<file path="config.mk">
export PLATFORM = sky130hd
export DESIGN_NAME = ball_bounce_ctrl
export DESIGN_NICKNAME = d
export VERILOG_FILES = /design/src/rtl/ball_bounce_ctrl.sv
export SDC_FILE = /design/constraint.sdc
export NUM_CORES = 1
export LEC_CHECK = 0
export ABC_AREA = 1
export BUFFER_PORTS_ARGS = -buffer_cell sky130_fd_sc_hd__buf_4
export CORE_ASPECT_RATIO = 1.25
export CORE_UTILIZATION = 32
export DETAILED_ROUTE_END_ITERATION = 10
export SETUP_SLACK_MARGIN = 0.3
export SYNTH_ARGS = -nofsm -noshare
export SYNTH_HDL_FRONTEND = slang
export SYNTH_SLANG_ARGS = --single-unit
</file>
<file path="constraint.sdc">
create_clock -name game_clk -period 2.26 [get_ports game_clk]
set_input_delay 0.113 -clock game_clk [delete_from_list [all_inputs] [get_ports game_clk]]
set_output_delay 0.113 -clock game_clk [all_outputs]
set_load 0.005 [all_outputs]
</file>
<file path="src/rtl/ball_bounce_ctrl.sv">
// ball_bounce_ctrl: Pong rule engine with serve/play/point/game-over FSM,
// wall and paddle bounce detection, paddle speed-up and score keeping.
module ball_bounce_ctrl #(
  parameter int SCREEN_W       = 640,
  parameter int SCREEN_H       = 480,
  parameter int BALL_SIZE      = 8,
  parameter int PADDLE_W       = 8,
  parameter int PADDLE_H       = 64,
  parameter int LEFT_PADDLE_X  = 16,
  parameter int RIGHT_PADDLE_X = 616,
  parameter int SERVE_DELAY    = 60,
  parameter int VEL_INIT       = 2,
  parameter int VEL_MAX        = 8,
  parameter int WIN_SCORE      = 9
) (
  input  logic       game_clk,
  input  logic       reset_n,
  input  logic       start,
  input  logic [9:0] cur_x_ball,
  input  logic [9:0] cur_y_ball,
  input  logic [9:0] left_paddle_y,
  input  logic [9:0] right_paddle_y,
  output logic       x_ball_dir,
  output logic       y_ball_dir,
  output logic [3:0] x_ball_vel,
  output logic [3:0] y_ball_vel,
  output logic       ball_reset,
  output logic       point_scored,
  output logic [3:0] left_score,
  output logic [3:0] right_score,
  output logic       game_over
);
  typedef enum logic [2:0] {IDLE, SERVE, PLAY, POINT, OVER} state_t;
  state_t state_q, state_d;
  logic [7:0] cnt_q, cnt_d;
  logic x_dir_q, x_dir_d, y_dir_q, y_dir_d, br_q, br_d, ps_q, ps_d, go_q, go_d;
  logic sx_q, sx_d, sy_q, sy_d;
  logic [3:0] x_vel_q, x_vel_d, y_vel_q, y_vel_d, ls_q, ls_d, rs_q, rs_d, vel_inc;
  logic [10:0] x, y, lp, rp, vx2, vy2;
  logic top_hit, bot_hit, l_hit, r_hit, l_miss, r_miss, win;
  assign x   = {1'b0, cur_x_ball};
  assign y   = {1'b0, cur_y_ball};
  assign lp  = {1'b0, left_paddle_y};
  assign rp  = {1'b0, right_paddle_y};
  assign vx2 = {6'b0, x_vel_q, 1'b0};
  assign vy2 = {6'b0, y_vel_q, 1'b0};
  // Lookahead of two velocities: a direction change reaches the position one edge late
  assign top_hit = !y_dir_q && y <= vy2;
  assign bot_hit = y_dir_q && y + 11'(BALL_SIZE) + vy2 >= 11'(SCREEN_H);
  assign l_hit   = !x_dir_q && y + 11'(BALL_SIZE) > lp && y < lp + 11'(PADDLE_H) &&
                   x >= 11'(LEFT_PADDLE_X) && x <= 11'(LEFT_PADDLE_X + PADDLE_W) + vx2;
  assign r_hit   = x_dir_q && y + 11'(BALL_SIZE) > rp && y < rp + 11'(PADDLE_H) &&
                   x + 11'(BALL_SIZE) <= 11'(RIGHT_PADDLE_X) &&
                   x + 11'(BALL_SIZE) >= 11'(RIGHT_PADDLE_X) - vx2;
  assign l_miss  = !x_dir_q && !l_hit && x <= vx2;
  assign r_miss  = x_dir_q && !r_hit && x + 11'(BALL_SIZE) + vx2 >= 11'(SCREEN_W);
  assign vel_inc = (x_vel_q >= 4'(VEL_MAX)) ? 4'(VEL_MAX) : x_vel_q + 4'd1;
  assign win     = (sx_q ? ls_q : rs_q) == 4'(WIN_SCORE);
  always_ff @(posedge game_clk or negedge reset_n)
    if (!reset_n) state_q <= IDLE;
    else          state_q <= state_d;
  always_comb begin
    state_d = state_q;
    case (state_q)
      IDLE:    if (start) state_d = SERVE;
      SERVE:   if (cnt_q == 8'(SERVE_DELAY - 1)) state_d = PLAY;
      PLAY:    if (l_miss || r_miss) state_d = POINT;
      POINT:   state_d = win ? OVER : SERVE;
      OVER:    if (start) state_d = SERVE;
      default: state_d = IDLE;
    endcase
  end
  always_comb begin
    cnt_d = '0; x_dir_d = x_dir_q; y_dir_d = y_dir_q; x_vel_d = '0; y_vel_d = '0;
    br_d = 1'b1; ps_d = 1'b0; ls_d = ls_q; rs_d = rs_q; go_d = go_q; sx_d = sx_q; sy_d = sy_q;
    case (state_q)
      IDLE, OVER: if (start) begin ls_d = '0; rs_d = '0; go_d = 1'b0; end
      SERVE: begin
        cnt_d = cnt_q + 8'd1;
        if (state_d == PLAY) begin
          cnt_d = '0; br_d = 1'b0; x_vel_d = 4'(VEL_INIT); y_vel_d = 4'(VEL_INIT);
          x_dir_d = sx_q; y_dir_d = sy_q; sy_d = !sy_q;
        end
      end
      PLAY: begin
        br_d = 1'b0; x_vel_d = x_vel_q; y_vel_d = y_vel_q;
        y_dir_d = top_hit ? 1'b1 : bot_hit ? 1'b0 : y_dir_q;
        if (l_hit || r_hit) begin
          x_dir_d = !x_dir_q; x_vel_d = vel_inc;
        end else if (l_miss || r_miss) begin
          br_d = 1'b1; ps_d = 1'b1; x_vel_d = '0; y_vel_d = '0; sx_d = r_miss;
          rs_d = (l_miss && rs_q != 4'hF) ? rs_q + 4'd1 : rs_q;
          ls_d = (r_miss && ls_q != 4'hF) ? ls_q + 4'd1 : ls_q;
        end
      end
      POINT:   go_d = win;
      default: ;
    endcase
  end
  always_ff @(posedge game_clk or negedge reset_n)
    if (!reset_n) begin
      cnt_q <= '0; x_dir_q <= 1'b1; y_dir_q <= 1'b1; x_vel_q <= '0; y_vel_q <= '0;
      br_q <= 1'b1; ps_q <= 1'b0; ls_q <= '0; rs_q <= '0; go_q <= 1'b0; sx_q <= 1'b1; sy_q <= 1'b1;
    end else begin
      cnt_q <= cnt_d; x_dir_q <= x_dir_d; y_dir_q <= y_dir_d; x_vel_q <= x_vel_d; y_vel_q <= y_vel_d;
      br_q <= br_d; ps_q <= ps_d; ls_q <= ls_d; rs_q <= rs_d; go_q <= go_d; sx_q <= sx_d; sy_q <= sy_d;
    end
  assign x_ball_dir   = x_dir_q;
  assign y_ball_dir   = y_dir_q;
  assign x_ball_vel   = x_vel_q;
  assign y_ball_vel   = y_vel_q;
  assign ball_reset   = br_q;
  assign point_scored = ps_q;
  assign left_score   = ls_q;
  assign right_score  = rs_q;
  assign game_over    = go_q;
endmodule

</file>
==> After elaboration in Yosys (flattened, before gate mapping) <==
Cells that the tools add are included.
{ "word_totals": {"wordCells": 131, "reg_bits": 34, "inputBits": 43, "out_inout_bits": 21} }
{ "classes": {"order_cmp": 13, "mux": 38, "reduce_logical": 36, "add_sub_neg": 12, "eq_ne": 18, "bitwise": 1} }
{ "ops": {"columns": ["cell", "n"], "rows": [
  ["$mux 4", 12],
  ["$pmux 4 s2", 4],
  ["$add 10x4->11 const B", 2],
  ["$add 10x7->11 const B", 2],
  ["$add 11x5->11", 2],
  ["$gt 11x10->1", 2],
  ["$lt 10x11->1", 2],
  ["$le 10x5->1", 2],
  ["$logic_and 1x1->1", 16],
  ["$mux 8", 2],
  ["$add 4x1->4 const B", 3],
  ["$mux 3", 4],
  ["$ne 2x2->1 const B", 6],
  ["$pmux 3 s4", 1],
  ["$ge 11x10->1 const B", 1],
  ["$ge 11x11->1", 1],
  ["$ge 11x9->1 const B", 1],
  ["$le 11x10->1 const B", 1],
  ["$sub 10x5->11 const A", 1],
  ["$ge 10x5->1 const B", 1],
  ["$le 10x6->1", 1],
  ["$mux 1", 10],
  ["$reduce_and 5->1", 2],
  ["$eq 3x2->1 const B", 3],
  ["20 further kinds", 36]
]} }

==> Logic depth before layout (Yosys ltp) <==
Gate-level depths: netlist of the first run.
{ "depth": {"word_depth": 15, "ltp_mapped": 19, "depth_no_buf": 19} }

==> Worst setup path before layout of the first run <==
Ideal clock, no wire load.
{ "synth_timing": {"kind": "register to register", "startpoint": "register x_vel_q[0], in the netlist x_ball_vel[0]", "endpoint": "register ls_q[0], in the netlist left_score[0]", "setup_time_ns": 0.118, "t_arrival_ns": 2.116, "path_stages_with_launch": 18, "required_ns": 2.142, "path_slack_ns": 0.026, "period_less_slack_ns": 2.234, "n_path_buf": 0, "path_cell_list": "dfrtp_1 ha_1 inv_1 fa_1 inv_1 nand3_1 nand2_1 inv_1 nor3_2 nand3_1 nand2_1 nand2_1 a21oi_4 nand3_2 nand2_4 nand3_4 nand2_1 nand2_1"} }
{ "synth_between": {"elab_chain_len": 9, "word_cells_on_any_way": 22, "classes_between": "add/sub (3); order compare (4); eq/ne (3); reduce/logical (12)"} }
{ "synth_rtl": {"columns": ["item", "line_no", "rtl"], "rows": [
  ["from (decl)", "38", "logic [3:0] x_vel_q, x_vel_d, y_vel_q, y_vel_d, ls_q, ls_d, rs_q, rs_d, vel_inc;"],
  ["from (signal assigned)", "105", "cnt_q <= cnt_d; x_dir_q <= x_dir_d; y_dir_q <= y_dir_d; x_vel_q <= x_vel_d; y_vel_q <= y_vel_d;"],
  ["$sub 10x5->11 or $add 5x5->6 (tied branches)", "54, 51", null],
  ["$ge 11x11->1 or $le 10x6->1 (tied branches)", "54, 51", null],
  ["$logic_and 1x1->1 (on tied branches)", "53, 51", null],
  ["$logic_not 1->1 (on tied branches)", "56, 55", null],
  ["$logic_and 1x1->1 (on tied branches) (2 in a row)", "56, 55", null],
  ["$logic_and 1x1->1 or $logic_or 1x1->1 (tied branches)", "93, 90", null],
  ["$ne 2x2->1 (no source line)", null, null],
  ["$reduce_and 5->1 (no source line) *", null, null],
  ["to (signal assigned)", "103", "br_q <= 1'b1; ps_q <= 1'b0; ls_q <= '0; rs_q <= '0; go_q <= 1'b0; sx_q <= 1'b1; sy_q <= 1'b1;"],
  ["to (signal assigned)", "106", "br_q <= br_d; ps_q <= ps_d; ls_q <= ls_d; rs_q <= rs_d; go_q <= go_d; sx_q <= sx_d; sy_q <= sy_d;"],
  ["to (decl)", "38", null]
]} }
Mark *: on every way between the ends. The rest lies on a longest branch, timed or not.
A chain may end at the register's enable or synchronous reset.

==> Final worst setup path of the first run <==
{ "layout_timing": {"startpoint": "register x_vel_q[0], in the netlist x_ball_vel[0]", "endpoint": "register ls_q[1], in the netlist left_score[1]"} }
The elaborated chain is that of the path after synthesis.

==> flow_metrics.tcl, run 1 <==
set metrics [dict create \
    outcome "finished with violations" \
    violations "setup timing" \
    syn_to_final_growth_pct 33.8 \
    grt_max_degree 32 \
    hold_class "in -> reg" \
    hold_violations 0 \
    min_from "start" \
    fin_worst_skew_ns 0.00314 \
    place_hpwl_um 8240 \
    clkLatencyLatePin_ns 0.27 \
    ios 64 \
    maxSlewViolCount 0 \
    max_stage_delay_ns 0.45 \
    root_buffer "clkbuf_16" \
    viasPerCell 4.76 \
    core_area_um2 11600 \
    final_nets 746 \
    initial_core_util 0.329 \
    tritoncts "yes" \
    cts_buffers 5 \
    final_cell_count_no_fill 798 \
    utilization 0.440 \
    clkTransAtPathRegs_ns 0.05 \
    rr_endpoint "left_score[1]" \
    grt_pass1_vias 3845 \
    grt_overflow 0 \
    rr_startpoint "x_ball_vel[0]" \
    place.gp.congestion 0.878 \
    antenna_found_initial 0 \
    drive_above_1_share 0.295 \
    fillers 1161 \
    htreeDepth 2 \
    finalWirelength_um 10000 \
    post-place-cells 784 \
    yosysWarnings 0 \
    slew_headroom 0.666 \
    grt_setup_unrepaired "yes" \
    slowest_stage "dfrtp_2" \
    worstHoldPathCells 4 \
    fin_setup_tns_ns -0.000917 \
    synth_cells 534 \
    crit_chain "ha_4 -> inv_2 -> fa_2 -> inv_2 -> nand3_2 -> nand2_2 -> inv_2 -> nor3_2 -> nand3_1 -> nand2_1 -> nand2_2 -> a21oi_4 -> nand3_2 -> nand2_4 -> nand3_4 -> nand2_1 -> nand2_1" \
    start_kind "register" \
    die-area_um2 12400 \
    ys.flop_type "dfrtp_1" \
    post-route-period-util 1.00 \
    worst_pin_slew_ns 0.501 \
    path_max_fanout 6 \
    layout_commonest_cell "nand2_1" \
    p_per_area_nw_per_um2 459 \
    reg2reg_slack_ns -0.0006 \
    cap_violations 0 \
    clock_path_buffers 2 \
    wl_per_cell_um 12.6 \
    route.detailed.drc 0 \
    portBuffers 60 \
    ff2ff_path_depth 17 \
    arrival_ns 2.42 \
    die_x_um 99.7 \
    p_leak_nw 2.58 \
    ys_async_sr_fraction 1.00 \
    max_freq_mhz 442 \
    fin_ws_ns -0.000569 \
    cts_sinks 31 \
    ys_seq_area_frac 0.205 \
    n_antenna_cell 0 \
    ys_types 44 \
    path_class "reg -> reg" \
    critical_path_required_ns 2.42 \
    power_mw 2.34 \
    synth_edf_count 0 \
    die_h_um 124 \
    fin_crit_ns 2.26 \
    grt_pass1_wl_um 16800 \
    synth-seq-cells 31 \
    avgSynthCellArea_um2 7.15 \
    min_to "state_q[2]" \
    ir_worst_vdd_uv 391 \
    postRouteAntennaNets 0 \
    setup_viol 2 \
    syn_area_um2 3820 \
    drt_iter0_markers 140 \
    vias 3795 \
    mostFrequentLayoutCells "nand2_1 (100), buf_4 (98), inv_1 (76)" \
    track_usage 0.168 \
    first_pass_iters 4 \
    end_kind "register" \
    row_count 44 \
]
state kept, by name (all words and copies together), names as in the netlist:
register and cells:
state_q 3, sx_q 1, game_over 1, y_ball_vel 1
left_score 4, sy_q 1, point_scored 1, x_ball_dir 1
ball_reset 1, cnt_q 8, right_score 4, x_ball_vel 4
y_ball_dir 1
cells in the mapped netlist, types with 4 or more instances:
cell type,number,area (µm²)
dfrtp_1,26,651
nand2_2,8,50.1
nand3_2,5,50.1
nand4_1,17,106
xnor2_1,9,78.8
o21a_1,5,37.5
o211ai_1,4,30.0
xor2_1,9,78.8
nor3_1,6,30.0
nand2_1,104,390
inv_1,84,315
a21oi_1,26,130
ha_1,66,826
nor2_1,46,173
nand3_1,39,195
dfstp_2,5,131
o21ai_0,14,70.1
o21ai_1,9,45.0
nand3b_1,4,30.0
nor2_2,5,31.3
nor4_1,4,25.0
inv_2,5,18.8
metrics by stage:
stage	hold slack [ns]	cell area, µm²	setup slack, ns
after floorplan	-0.183	3910	0.162
after global placement	0.0721	4770	-0.104
after detailed placement	0.0753	4770	-0.173
after CTS	0.137	5030	-0.0208
after global routing	0.174	5110	-0.196
final	0.141	5110	-0.000569
worst max-delay path: cells and delay by family, from the launching register on:
| kind | cells | cell delay, ns |
|---|---|---|
| AO/OA/AOI/OAI | 1 | 0.15 |
| buffers and inverters | 3 | 0.14 |
| flip-flops | 1 | 0.45 |
| AND/OR/NAND/NOR | 11 | 0.92 |
| adder cells (fa/ha/maj) | 2 | 0.48 |
repair_timing:
| action | in CTS | in global routing |
|---|---|---|
| hold buffers | 1 | 0 |
| gates resized for setup | 13 | 14 |
| endpoints found under the setup margin | 18 | 19 |
| pin swaps | 7 | 3 |
| endpoints found under the hold margin | 26 | 0 |
| setup buffers | 3 | 2 |
where the power goes:
group          switching [mW]  internal (mW)
clock                   0.230          0.547
combinational           0.472          0.360
sequential             0.0793          0.656
area by class of cell:
cell class / count / area, µm² / area share
Clock buffer: 6 / 139 / 0.0272
Timing Repair Buffer: 99 / 746 / 0.146
Sequential cell: 31 / 787 / 0.154
Multi-Input combinational cell: 410 / 2860 / 0.560
Clock inverter: 2 / 35.0 / 0.00686
Inverter: 89 / 339 / 0.0664
Tap cell: 161 / 201 / 0.0395
cell families after synthesis:
kind of cell | Yosys count | share of synthesized area
AOI/OAI and AO/OA | 71 | 0.110
DFF | 31 | 0.205
adders and majority gates | 67 | 0.222
xor gates and xnor gates | 18 | 0.0413
other | 1 | 0.000983
buffers and inverters | 95 | 0.0987
and+or+nand+nor | 251 | 0.322
routing by layer:
layer	global-route usage	vias up	share of wire
li1	-	1965	-
met1	0.192	1750	0.44
met2	0.325	68	0.51
met3	0.0213	12	0.029
met4	0.0450	0	0.016
met5	0	-	0
worst max-delay path by stage:
stage / cells after the start / start / end
floorplan: 17 / x_ball_vel[0] / left_score[0]
global placement: 18 / cur_y_ball[3] / right_score[1]
detailed placement: 18 / cur_y_ball[3] / x_ball_vel[2]
CTS: 17 / x_ball_vel[0] / left_score[1]
global route: 17 / x_ball_vel[0] / left_score[0]
finish: 17 / x_ball_vel[0] / left_score[1]
(Power assumes the default switching activity.)
==> inputs of run 2 (changes only) <==
Settings changed: ABC_CLOCK_PERIOD_IN_PS set to 2260, REMOVE_ABC_BUFFERS set to 1.
==> flow_metrics.tcl, run 2 (synthesis gave the netlist of run 1 again) <==
set metrics [dict create \
    drive_above_1_share 0.331 \
    crit_start "x_ball_vel[0]" \
    cts_buffers 5 \
    fin_ws_ns -0.0522 \
    row_count 44 \
    p_per_area_nw_per_um2 429 \
    slowest_stage "dfrtp_1" \
    n_antenna_cell 0 \
    fin_crit_ns 2.31 \
    initial_core_util 0.329 \
    violations "setup timing" \
    viasPerCell 4.83 \
    finalWirelength_um 10100 \
    track_usage 0.165 \
    maxSlewViolCount 0 \
    largest-register "cnt_q" \
    grt_pass1_vias 3690 \
    mostFrequentLayoutCells "buf_4 (107), nand2_1 (93), inv_1 (73)" \
    slew_headroom 0.633 \
    final_cell_count_no_fill 810 \
    end_kind "register" \
    portBuffers 60 \
    die_h_um 124 \
    cap_violations 0 \
    post-route-period-util 1.02 \
    ff2ff_path_depth 17 \
    critical_path_required_ns 2.42 \
    min_to "state_q[2]" \
    die_x_um 99.7 \
    setup_viol 11 \
    critPathTopFamily "simple AND/OR/NAND/NOR gates" \
    antenna_found_initial 0 \
    tritoncts "yes" \
    die-area_um2 12400 \
    vias 3914 \
    p_leak_nw 2.65 \
    path_max_fanout 5 \
    fillers 1135 \
    max_freq_mhz 432 \
    arrival_ns 2.47 \
    cts_sinks 31 \
    layout_commonest_cell "buf_4" \
    largest_register_ffs 8 \
    max_stage_delay_ns 0.40 \
    rr_endpoint "left_score[2]" \
    clock_path_buffers 2 \
    wl_per_cell_um 12.5 \
    path_class "reg -> reg" \
    ir_worst_vdd_uv 458 \
    drt_iter0_markers 122 \
    grt_pass1_wl_um 16600 \
    postRouteAntennaNets 0 \
    syn_to_final_growth_pct 38.6 \
    start_kind "register" \
    place_hpwl_um 8170 \
    fin_setup_tns_ns -0.402 \
    htreeDepth 2 \
    first_pass_iters 4 \
    use_met1 0.202 \
    final_nets 758 \
    root_buffer "clkbuf_16" \
    grt_setup_unrepaired "yes" \
    outcome "finished with violations" \
    rr_startpoint "x_ball_vel[0]" \
    clkLatencyLatePin_ns 0.27 \
    fin_worst_skew_ns 0.00583 \
    route.detailed.drc 0 \
    hold_class "in -> reg" \
    ios 64 \
    worst_pin_slew_ns 0.549 \
    gr-max-usage-layer "met2" \
    use_met3 0.0180 \
    worstHoldPathCells 4 \
    hold_violations 0 \
    final_area_um2 5290 \
    grt_max_degree 32 \
    post-place-cells 789 \
    core_area_um2 11600 \
    crit_chain "ha_2 -> inv_2 -> fa_2 -> inv_2 -> nand3_2 -> nand2_4 -> inv_2 -> nor3_2 -> nand3_1 -> nand2_1 -> nand2_2 -> a21oi_4 -> nand3_4 -> nand2_4 -> nand3_4 -> nand2_1 -> nand2_1" \
    grt_overflow 0 \
    placed_area_um2 4720 \
    critPathBufInv 3 \
    hold_slack_ns 0.133 \
    min_from "start" \
    clkTransAtPathRegs_ns 0.05 \
    grt_use_met2 0.304 \
    reg2reg_slack_ns -0.05 \
    place.gp.congestion 0.874 \
]
## run 2: cell count changes in the layout (fill, tap and decap cells not counted), moves of 3 or more
cell	before	now
buf_4	98	107
inv_1	76	73
inv_2	11	14
nand2_2	10	16
nand2_1	100	93
ha_4	5	8
buf_6	0	3
ha_1	61	57
## run 2: worst max-delay path by stage
stage                     endpoint  cells past startpoint  slack (ns)
global placement    right_score[1]                     17       -0.16
global route            x_ball_dir                     20       -0.21
CTS                  left_score[3]                     17       -0.07
floorplan            left_score[0]                     17        0.03
detailed placement  right_score[3]                     17       -0.21
finish               left_score[2]                     17       -0.05
## run 2: stage by stage
step	util	power, mW	worst slack [ns]
after CTS	0.445	2.25	-0.0669
after global routing	0.455	2.43	-0.210
final	0.455	2.27	-0.0522
after floorplan	-	1.22	0.0254
after global placement	0.406	1.51	-0.159
after detailed placement	0.406	1.54	-0.207
## run 2: area by class of cell
| class | count | area, µm² | area share |
|---|---|---|---|
| Clock inverter | 1 | 5.00 | 0.000947 |
| Sequential cell | 31 | 785 | 0.148 |
| Timing Repair Buffer | 111 | 847 | 0.160 |
| Inverter | 89 | 342 | 0.0646 |
| Tap cell | 161 | 201 | 0.0381 |
| Multi-Input combinational cell | 410 | 2970 | 0.561 |
| Clock buffer | 7 | 143 | 0.0270 |
## run 2: power by group
group          internal, mW  switching [mW]
logic                 0.379           0.490
clock network         0.436           0.226
registers             0.656          0.0831
## run 2: what timing repair did
| action | 4_1_cts | 5_1_grt |
|---|---|---|
| setup buffers | 11 | 1 |
| pin swaps | 26 | 16 |
| endpoints found under the hold margin | 26 | 0 |
| endpoints found under the setup margin | 18 | 19 |
| hold buffers | 1 | 0 |
| resized for setup | 51 | 26 |
## run 2: worst register-to-register path: cells and delay by family, from the launching register on
kind,cells,cell delay [ns]
AOI/OAI and AO/OA,1,0.18
adders and majority gates,2,0.53
buffers and inverters,3,0.13
DFF,1,0.40
and+or+nand+nor,11,0.96
## run 2: routing by layer
metal	wire length [µm]	vias to the layer above	part of all wire
met2	5090	67	0.50
met4	167	0	0.016
met5	0	-	0
met3	302	15	0.030
met1	4580	1838	0.45
li1	-	1994	-
==> inputs of run 3 (changes only) <==
Settings changed: CORE_UTILIZATION 32 to 30, CTS_CLUSTER_DIAMETER set to 120.
==> flow_metrics.tcl, run 3 (synthesis gave the netlist of run 1 again) <==
set metrics [dict create \
    outcome "finished with violations" \
    violations "setup timing" \
    cts_sinks 31 \
    mostFrequentLayoutCells "buf_4 (115), nand2_1 (99), inv_1 (75)" \
    route.detailed.drc 0 \
    power_mw 2.30 \
    worst_pin_slew_ns 0.510 \
    wl_per_cell_um 12.9 \
    multi_input_area_um2 2870 \
    fin_ws_ns -0.0182 \
    die_x_um 103 \
    place_hpwl_um 8400 \
    tritoncts "yes" \
    fin_worst_skew_ns 0.00294 \
    core_area_um2 12300 \
    final_area_um2 5270 \
    root_buffer "clkbuf_16" \
    die-area_um2 13200 \
    drive_above_1_share 0.315 \
    hold_violations 0 \
    portBuffers 60 \
    grt_max_degree 32 \
    critPathTopFamily "simple AND/OR/NAND/NOR gates" \
    initial_core_util 0.311 \
    grt_overflow 0 \
    antenna_found_initial 0 \
    n_antenna_cell 0 \
    first_pass_iters 6 \
    critical_path_required_ns 2.46 \
    largest_register_ffs 8 \
    track_usage 0.167 \
    ir_worst_vdd_uv 390 \
    end_kind "register" \
    grt_setup_unrepaired "yes" \
    final_nets 767 \
    clkTransAtPathRegs_ns 0.05 \
    clkLatencyLatePin_ns 0.28 \
    row_count 45 \
    layout_commonest_cell "buf_4" \
    post-place-ws_ns -0.170 \
    htreeDepth 2 \
    p_per_area_nw_per_um2 435 \
    final_cell_count_no_fill 822 \
    finalWirelength_um 10600 \
    fin_crit_ns 2.28 \
    post-place-cells 793 \
    path_max_fanout 5 \
    cts_buffers 5 \
    viasPerCell 4.75 \
    crit_start "x_ball_vel[1]" \
    place.gp.congestion 0.902 \
    placed_area_um2 4730 \
    start_kind "register" \
    ios 64 \
    hold_slack_ns 0.129 \
    grt_pass1_wl_um 17600 \
    fin_setup_tns_ns -0.0382 \
    post-route-period-util 1.01 \
    min_from "start" \
    postRouteAntennaNets 0 \
    crit_chain "buf_6 -> o21ai_2 -> xor2_1 -> ha_1 -> nand2_1 -> nor2_1 -> nand2_1 -> nand2_1 -> nand2_1 -> nand2_1 -> nand4_1 -> nand2_1 -> nand3_4 -> nand2_2 -> nand2_4 -> inv_4 -> nand3_1 -> o21ai_1" \
    slew_headroom 0.660 \
    slowest_stage "dfrtp_1" \
    clock_path_buffers 2 \
    setup_viol 4 \
    arrival_ns 2.48 \
    cap_violations 0 \
    register_area_um2 785 \
    largest-register "cnt_q" \
    hold_class "in -> reg" \
    fillers 1287 \
    die_h_um 128 \
    critPathBufInv 2 \
    utilization 0.430 \
    drt_iter0_markers 97 \
    max_freq_mhz 439 \
    vias 3908 \
    grt_pass1_vias 3904 \
    p_leak_nw 2.67 \
    maxSlewViolCount 0 \
    path_class "reg -> reg" \
    max_stage_delay_ns 0.42 \
    syn_to_final_growth_pct 38.2 \
    path_common_cell "nand2_1" \
    rr_startpoint "x_ball_vel[1]" \
]
[run 3: changes by cell type in the layout (fill, tap and decap cells not counted), sizes merged]
cell    delta
buf        +9
clkbuf     +1
clkinv     -1
[run 3: layout make-up]
type,instances,share of cell area
Multi-Input combinational cell,410,0.545
Timing Repair Buffer,120,0.174
Sequential cell,31,0.149
Inverter,89,0.0638
Tap cell,164,0.0389
Clock buffer,8,0.0297
[run 3: power breakdown]
part / switching (mW) / internal (mW) / leakage [nW] / total (mW)
logic: 0.478 / 0.380 / 2.20 / 0.859
clock network: 0.235 / 0.468 / 0.0772 / 0.703
registers: 0.0785 / 0.655 / 0.398 / 0.734
[run 3: worst paths after layout]
kind                                  end  slack [ns]  depth (start not counted)
max in group asynchronous      ball_reset        1.62                          2
min reg2reg                      cnt_q[0]        0.46                          1
min                            state_q[2]        0.13                          4
max                         x_ball_vel[3]       -0.02                         18
min in group asynchronous  right_score[2]        0.31                          2
max reg2reg                 x_ball_vel[3]       -0.02                         18
[run 3: worst register-to-register path, cell delays in order (launching register included)]
cell	delay (ns)
dfrtp_1	0.42
buf_6	0.14
o21ai_2	0.14
xor2_1	0.09
ha_1	0.30
nand2_1	0.05
nor2_1	0.10
nand2_1	0.07
nand2_1	0.05
nand2_1	0.05
nand2_1	0.05
nand4_1	0.07
nand2_1	0.11
nand3_4	0.12
nand2_2	0.12
nand2_4	0.07
inv_4	0.09
nand3_1	0.07
o21ai_1	0.08
[run 3: per-layer routing]
| layer | GRT usage | wire length [µm] |
|---|---|---|
| met5 | 0 | 0 |
| met2 | 0.301 | 5370 |
| met4 | 0.0621 | 279 |
| met1 | 0.199 | 4600 |
| met3 | 0.0196 | 328 |
[run 3: timing repair]
action / in CTS / in global routing
buffers inserted: 11 / 9
endpoints found under the hold margin: 26 / 0
setup endpoints to repair: 18 / 19
gates resized for setup: 38 / 16
pin swaps: 18 / 11
hold buffers: 1 / 0
